`config.mk`:
```
export PLATFORM = sky130hd
export DESIGN_NAME = ddr2_req_arbiter
export DESIGN_NICKNAME = d
export VERILOG_FILES = /design/src/rtl/ddr2_req_arbiter.sv
export SDC_FILE = /design/constraint.sdc
export NUM_CORES = 1
export LEC_CHECK = 0
export BUFFER_PORTS_ARGS = -buffer_cell sky130_fd_sc_hd__buf_2
export CAP_MARGIN = 20
export CORE_AREA = 3 3 234 236
export DETAILED_ROUTE_END_ITERATION = 16
export DIE_AREA = 0 0 237 239
export PLACE_DENSITY = 0.47
export SETUP_SLACK_MARGIN = 0.5
export SYNTH_ARGS = -nofsm -noshare
export SYNTH_HDL_FRONTEND = slang
export SYNTH_SLANG_ARGS = --single-unit
```
`constraint.sdc`:
```
create_clock -name clk -period 1.9 [get_ports clk]
set_input_delay 0.38 -clock clk [delete_from_list [all_inputs] [get_ports clk]]
set_output_delay 0.38 -clock clk [all_outputs]
set_load 0.05 [all_outputs]
```
`src/rtl/ddr2_req_arbiter.sv`:
```
// Round-robin arbiter sharing one DDR2 controller user port among NREQ requesters,
// one transaction in flight, with a watchdog that aborts transactions that never finish.
module ddr2_req_arbiter #(
  parameter int NREQ    = 4,
  parameter int AW      = 26,
  parameter int DW      = 64,
  parameter int TIMEOUT = 4096
) (
  input  logic               clk,
  input  logic               rst_n,
  input  logic [NREQ-1:0]    req_rd,
  input  logic [NREQ-1:0]    req_wr,
  input  logic [NREQ*AW-1:0] req_addr,
  input  logic [NREQ*DW-1:0] req_wdata,
  output logic [NREQ-1:0]    req_ack,
  output logic [NREQ-1:0]    req_done,
  output logic [NREQ-1:0]    req_err,
  output logic [DW-1:0]      req_rdata,
  output logic               busy,
  output logic [AW-1:0]      c_addr,
  output logic [DW-1:0]      c_data_in,
  output logic               c_rd_req,
  output logic               c_wr_req,
  input  logic               c_rdy,
  input  logic [DW-1:0]      c_data_out
);

  // Handshakes: a requester holds req_rd/req_wr (level) until it sees req_ack, and
  // gets exactly one req_done (with req_err on abort) later. Controller side: the
  // request line and c_addr/c_data_in are held until c_rdy is sampled low (accepted);
  // completion is c_rdy sampled high again.

  localparam int GW = $clog2(NREQ);
  localparam int WW = $clog2(TIMEOUT);

  typedef enum logic [1:0] {ST_IDLE, ST_ISSUE, ST_WAIT_DONE} state_t;

  state_t          state, state_d;
  logic [GW-1:0]   last_grant;
  logic [GW-1:0]   gnt;
  logic            gnt_rd;
  logic [GW-1:0]   grant_idx;
  logic            grant_found;
  logic [GW:0]     cand;
  logic [WW-1:0]   wdog;
  logic            wdog_expired;
  logic [NREQ-1:0] pending;
  logic            do_grant, do_accept, do_complete, do_abort;

  assign pending      = req_rd | req_wr;
  assign wdog_expired = (wdog == WW'(TIMEOUT - 1));

  // First pending requester after last_grant, wrapping at NREQ-1.
  always_comb begin
    grant_found = 1'b0;
    grant_idx   = '0;
    cand        = '0;
    for (int k = 1; k <= NREQ; k++) begin
      cand = {1'b0, last_grant} + (GW+1)'(k);
      if (cand >= (GW+1)'(NREQ)) cand = cand - (GW+1)'(NREQ);
      if (!grant_found && pending[cand[GW-1:0]]) begin
        grant_found = 1'b1;
        grant_idx   = cand[GW-1:0];
      end
    end
  end

  always_comb begin
    state_d     = state;
    do_grant    = 1'b0;
    do_accept   = 1'b0;
    do_complete = 1'b0;
    do_abort    = 1'b0;
    case (state)
      ST_IDLE: begin
        if (c_rdy && grant_found) begin
          do_grant = 1'b1;
          state_d  = ST_ISSUE;
        end
      end
      ST_ISSUE: begin
        if (wdog_expired) begin
          do_abort = 1'b1;
          state_d  = ST_IDLE;
        end else if (!c_rdy) begin
          do_accept = 1'b1;
          state_d   = ST_WAIT_DONE;
        end
      end
      ST_WAIT_DONE: begin
        // A real completion wins over a watchdog expiry in the same cycle.
        if (c_rdy) begin
          do_complete = 1'b1;
          state_d     = ST_IDLE;
        end else if (wdog_expired) begin
          do_abort = 1'b1;
          state_d  = ST_IDLE;
        end
      end
      default: state_d = ST_IDLE;
    endcase
  end

  always_ff @(posedge clk or negedge rst_n) begin
    if (!rst_n) state <= ST_IDLE;
    else        state <= state_d;
  end

  always_ff @(posedge clk or negedge rst_n) begin
    if (!rst_n) begin
      req_ack    <= '0;
      req_done   <= '0;
      req_err    <= '0;
      req_rdata  <= '0;
      busy       <= 1'b0;
      c_addr     <= '0;
      c_data_in  <= '0;
      c_rd_req   <= 1'b0;
      c_wr_req   <= 1'b0;
      last_grant <= GW'(NREQ - 1);
      gnt        <= '0;
      gnt_rd     <= 1'b0;
      wdog       <= '0;
    end else begin
      req_ack  <= '0;
      req_done <= '0;
      req_err  <= '0;
      busy     <= (state_d != ST_IDLE);
      if (state == ST_IDLE || state_d == ST_IDLE) wdog <= '0;
      else                                         wdog <= wdog + WW'(1);
      if (do_grant) begin
        gnt       <= grant_idx;
        gnt_rd    <= req_rd[grant_idx];
        req_ack   <= NREQ'(1) << grant_idx;
        c_addr    <= req_addr[grant_idx*AW +: AW];
        c_data_in <= req_wdata[grant_idx*DW +: DW];
        c_rd_req  <= req_rd[grant_idx];
        c_wr_req  <= ~req_rd[grant_idx];
      end
      if (do_accept || do_abort) begin
        c_rd_req <= 1'b0;
        c_wr_req <= 1'b0;
      end
      if (do_complete) begin
        if (gnt_rd) req_rdata <= c_data_out;
        req_done   <= NREQ'(1) << gnt;
        last_grant <= gnt;
      end
      if (do_abort) begin
        req_done   <= NREQ'(1) << gnt;
        req_err    <= NREQ'(1) << gnt;
        last_grant <= gnt;
      end
    end
  end

endmodule

```
Word level (Yosys, flattened, before mapping)
Index checks and enable logic that the tools add are counted.
Storage, ports and cells
  register bits: 188
  input bits: 435
  output and inout port bits: 169
Cells by class
  add/subtract/negate cells: 9
  multipliers: 1
  magnitude comparators: 9
  equality and inequality tests: 3
  shift operators: 4
  mux-type cells: 49
  bitwise logic cells: 2
  reduce and logical (&&, ||, !) cells: 15
Operators by type and width (number)
  indexed part select 256 x 9 -> 64 bit: 1
  indexed part select 104 x 8 -> 26 bit: 1
  2-to-1 mux 2 bit: 15
  2-to-1 mux 1 bit: 22
  2-to-1 mux 4 bit: 4
  less-than comparator 2 x 3 -> 1 bit, second input constant: 5
  adder 12 x 1 -> 12 bit, second input constant: 1
  equality test 12 bit, second input constant: 1
  greater-or-equal comparator 3 bit, second input constant: 4
  2-to-1 mux 12 bit: 1
  binary-select mux 1 bit (select 2 bit): 5
  left shift 1 x 2 -> 4 bit, first input constant: 2
  subtractor 2 x 1 -> 2 bit, second input constant: 4
  adder 2 x 2 -> 3 bit, second input constant: 2
  multiplier 2 x 4 -> 6 bit, second input constant: 1
  case mux 2 bit (3 select lines): 1
  nonzero test 2 bit: 3
  logical AND 1 bit: 4
  zero test 2 bit: 2
  OR 4 bit: 1
  adder 2 x 1 -> 3 bit, second input constant: 1
  adder 2 x 3 -> 3 bit, second input constant: 1
  zero test 1 bit: 3
  equality test 2 x 1 -> 1 bit, second input constant: 1
  other kinds (5): 6

Depth between registers and ports, before layout
  depth after elaboration: 21
  depth in mapped cells: 8

Worst setup path after synthesis
No wires, ideal clock.
  kind: register to register
  start: register last_grant[0]
  end: register c_addr[25]
  setup time: 0.142 ns
  arrival time: 1.789 ns
  data required time: 1.758 ns
  setup slack: -0.032 ns
  cell stages (with the launch flop): 9
  cells stage by stage: dfstp_2 -> o21ba_2 -> a21oi_1 -> and2_1 -> buf_6 -> buf_12 -> buf_12 -> mux2i_1 -> o221ai_1
Between the ends
  longest elaborated chain between the ends: 18
  elaborated cells on any way between the ends: 43
  classes of those cells: add/sub (8); mul (1); order compare (4); shift (1); mux (22); reduce/logical (7)
Ends and longest elaborated chain
  start: declaration: line 39  | logic [GW-1:0] last_grant;
  start signal: assignment: line 120  | last_grant <= GW'(NREQ - 1);
  start signal: assignment: line 147  | last_grant <= gnt;
  start signal: assignment: line 152  | last_grant <= gnt;
  branches (longest 18 deep; another with adder 2 x 1 -> 3 bit)
  end signal: assignment: line 135  | c_addr <= req_addr[grant_idx*AW +: AW];
  end: declaration: line 20  | output logic [AW-1:0] c_addr,
Several ways; the timed one is not identified. The select of a mux whose other input is x is not followed.
A chain may end at the register's enable or synchronous reset.

Final worst setup path
  start: register last_grant[0]
  end: register c_data_in[13]
Between the ends
  longest elaborated chain between the ends: 18
  elaborated cells on any way between the ends: 42
  classes of those cells: add/sub (8); order compare (4); shift (1); mux (22); reduce/logical (7)
Ends and longest elaborated chain
  branches (longest 18 deep; another with adder 2 x 1 -> 3 bit)
  end signal: assignment: line 136  | c_data_in <= req_wdata[grant_idx*DW +: DW];
  end: declaration: line 21  | output logic [DW-1:0] c_data_in,
Several ways; the timed one is not identified. The select of a mux whose other input is x is not followed.

==> impl_metrics.tcl <==
set metrics [dict create \
    hold_violations 0 \
    coreArea_mm2 0.05266 \
    insertion_delay_ns 0.49 \
    syn_area_mm2 0.009646 \
    finalCritPeriodShare 1.088 \
    muxShareOfSynthArea 0.2638 \
    grt_start_max_net_pins 60 \
    fin_area_mm2 0.01564 \
    start_kind "register" \
    grt_usage 0.1344 \
    p_int_mw 14.06 \
    r2r-end "c_data_in[13]$_DFFE_PN0P_" \
    required_ns 2.25 \
    preCtsSetupSlack_ns -0.3936 \
    hp-start "c_data_out[55]" \
    clock_power_share 0.142 \
    synth_compound_area_frac 0.09988 \
    endpoint_kind "register" \
    synth_edf_count 0 \
    drtIter0Drc 322 \
    synth_top_family_by_area "multiplexers" \
    worst_r2r_path_depth 7 \
    die_w_um 237 \
    p_per_area_mw_per_mm2 1788 \
    clock_path_buffers 2 \
    antenna_found_initial 2 \
    wl_per_cell_um 18.51 \
    p_sw_frac 0.4971 \
    avgSynthCellArea_um2 12.13 \
    ys_seq_area_frac 0.4880 \
    routed_wl_mm 39.94 \
    hold_depth 2 \
    rows 84 \
    combPwrFrac 0.618 \
    p_leak_nw 8.096 \
    clock-sinks 188 \
    synth_cell_types 44 \
    synthXorXnorAreaFrac 0.009080 \
    yosysWarnings 0 \
    violations "setup timing" \
    ys_ff_latch 188 \
    synth_cells 795 \
    die-area_mm2 0.05664 \
    gp_congestion 0.8816 \
    yosys.area_share.simple 0.07718 \
    p_sw_mw 13.90 \
    p_seq_frac 0.240 \
    maxCapViolations 0 \
    start_util 0.1832 \
    crit_type "reg2reg" \
    maxSlewHeadroom 0.7562 \
    dp_cells 2089 \
    cp_data_arrival_time_ns 2.42 \
    fin_cells 2158 \
    h-tree-depth 4 \
    synthesis.nets 1235 \
    io_pins 604 \
    grt_pass1_vias 9815 \
    cts_tree "done" \
    yosys_most_used_dff "dfrtp_1" \
    whs_endpoint "req_rdata[55]$_DFFE_PN0P_" \
    syn2layout_area_growth_pct 62.15 \
    hp-class "in2reg" \
    fmaxAchievable_mhz 483.8 \
    drc 0 \
    setup_ws_ns -0.1670 \
    yosys.area_share.adder 0.006486 \
    finalSetupViolations 91 \
    path_max_fanout 17 \
    path_clk_slew_ns 0.08 \
    tightest_slew_ns 0.3627 \
    r2r_start "last_grant[0]$_DFFE_PN1P_" \
    via_per_inst 4.279 \
    hold_ws_ns 0.1180 \
    slew_viol_final 0 \
    dp_hpwl_mm 29.89 \
    reg2reg_slack_ns -0.17 \
    cts_buffers 17 \
    fillers 5494 \
    clock-skew-final_ns 0.01010 \
    min_period_ns 2.067 \
    place_area_mm2 0.01380 \
    async_flop_share 1.000 \
    cts-root-buf "clkbuf_16" \
    grt_pass1_wl_mm 57.70 \
    die_h_um 239 \
    status "finished with violations" \
    dr.pass1.iters 4 \
    vias 9234 \
    drive_above_1_share 0.5954 \
    io_buffers 603 \
    drtAntennaViolNets 0 \
    rsz0062_at_grt "yes" \
    grt-ovfl-total 0 \
    fin_nets 1895 \
    irDropWorstVdd_v 0.0006639 \
]
## cells by family after synthesis
family          count (synthesis)
buf+inv                        62
simple gates                  171
mux                           246
xor+xnor                       10
flops                         188
fa+ha+maj                       5
compound gates                113
## how the worst max path moves through the flow
stage	startpoint	endpoint	slack, ns	depth (start not counted)
after floorplan	req_rd[0]	c_addr[0]$_DFFE_PN0P_	0.04	8
after global placement	req_rd[0]	c_data_in[13]$_DFFE_PN0P_	-0.37	8
after detailed placement	req_rd[0]	c_data_in[13]$_DFFE_PN0P_	-0.39	8
after CTS	last_grant[1]$_DFFE_PN1P_	c_data_in[4]$_DFFE_PN0P_	-0.15	7
after global routing	last_grant[1]$_DFFE_PN1P_	c_data_in[38]$_DFFE_PN0P_	-0.24	7
final	last_grant[0]$_DFFE_PN1P_	c_data_in[13]$_DFFE_PN0P_	-0.17	7
## cell usage in the layout (no fill, tap or decap), drive strengths merged, types with 2 or more instances in the layout
| cell type | netlist | final |
|---|---|---|
| clkbuf | 25 | 19 |
| diode | 0 | 2 |
| mux2i | 180 | 180 |
| nand3 | 10 | 10 |
| and3 | 3 | 3 |
| nor3 | 9 | 9 |
| buf | 33 | 695 |
| nor2 | 24 | 24 |
| nand2b | 4 | 4 |
| xor2 | 3 | 3 |
| nor4 | 4 | 4 |
| o21ai | 2 | 2 |
| dfstp | 2 | 2 |
| inv | 4 | 10 |
| clkinv | 0 | 7 |
| o2111ai | 2 | 2 |
| or2 | 2 | 2 |
| a31oi | 4 | 4 |
| o221ai | 90 | 90 |
| a211oi | 2 | 2 |
| mux2 | 66 | 66 |
| nand4 | 2 | 2 |
| xnor2 | 7 | 7 |
| dfrtp | 186 | 186 |
| nand2 | 108 | 108 |
| a21boi | 2 | 2 |
| ha | 5 | 5 |
| a21oi | 3 | 3 |
| a21o | 2 | 2 |
| bufinv | 0 | 2 |
| or3 | 2 | 2 |
## power groups by stage
stage	registers [mW]	clock network, mW	logic, mW
after floorplan	12.0	0	6.43
after global routing	6.92	4.28	18.2
final	6.72	3.96	17.3
after detailed placement	6.73	0	15.7
after CTS	6.70	4.14	16.8
after global placement	6.71	0	15.6
## routing by layer
metal	up-vias	wire length [um]	GRT usage
li1	4316	-	-
met1	4497	15390	0.1517
met2	375	20770	0.2377
met3	46	2873	0.04384
met4	0	906	0.04728
met5	-	0	0
## sequential cells by signal (all words and copies together) (netlist names)
name,flops
busy,1
c_addr,26
c_data_in,64
c_rd_req,1
c_wr_req,1
gnt,2
gnt_rd,1
last_grant,2
req_ack,4
req_done,4
req_err,4
req_rdata,64
state,2
wdog,12
## repair_timing
action,in CTS,in global routing
hold buffers,1,0
gates cloned,9,2
endpoints found under the setup margin,355,357
gates resized for setup,104,77
pin swaps,16,5
endpoints found under the hold margin,26,0
setup buffers,16,7
## worst max-delay path, cell delays in order, from the launching register on
cell and delay [ns]:
dfstp_2 0.58, o21ba_4 0.17, a21oi_2 0.15, and2_4 0.20, buf_12 0.19, buf_6 0.19
mux2i_4 0.28, o221ai_1 0.15
## through the flow
stage | power, mW | setup TNS (ns) | util
after floorplan | 18.44 | 0 | -
after CTS | 27.68 | -9.558 | 0.2896
final | 27.97 | -9.907 | 0.2970
after global routing | 29.42 | -18.06 | 0.2970
after global placement | 22.27 | -15.84 | 0.2620
after detailed placement | 22.40 | -19.98 | 0.2620
## synth_stat cells, types with 3 or more instances
| master | n | area share |
|---|---|---|
| dfrtp_1 | 186 | 0.48 |
| ha_1 | 5 | 0.0065 |
| nand3_1 | 10 | 0.0052 |
| nand2b_1 | 4 | 0.0026 |
| nor2_1 | 24 | 0.0093 |
| o221ai_1 | 90 | 0.082 |
| buf_2 | 11 | 0.0057 |
| xnor2_1 | 7 | 0.0064 |
| inv_1 | 4 | 0.0016 |
| xor2_1 | 3 | 0.0027 |
| nand2_1 | 108 | 0.042 |
| a31oi_1 | 4 | 0.0026 |
| mux2i_1 | 180 | 0.19 |
| nor3_1 | 8 | 0.0042 |
| clkbuf_1 | 25 | 0.0097 |
| buf_8 | 7 | 0.011 |
| mux2_2 | 66 | 0.077 |
| nor4_1 | 3 | 0.0019 |
| a21oi_1 | 3 | 0.0016 |
| buf_12 | 12 | 0.025 |
## cell type report
class                           instances  area, um^2  area share
Sequential cell                       188        4710      0.3011
Timing Repair Buffer                  699        4402      0.2814
Multi-Input combinational cell        545        4999      0.3196
Clock buffer                           17       425.4     0.02720
Inverter                                4       15.01   0.0009600
Tap cell                              688       860.8     0.05504
Clock inverter                         15       224.0     0.01432
Antenna cell                            2       5.005   0.0003200
Note: power is estimated with default switching activity, not from simulation.
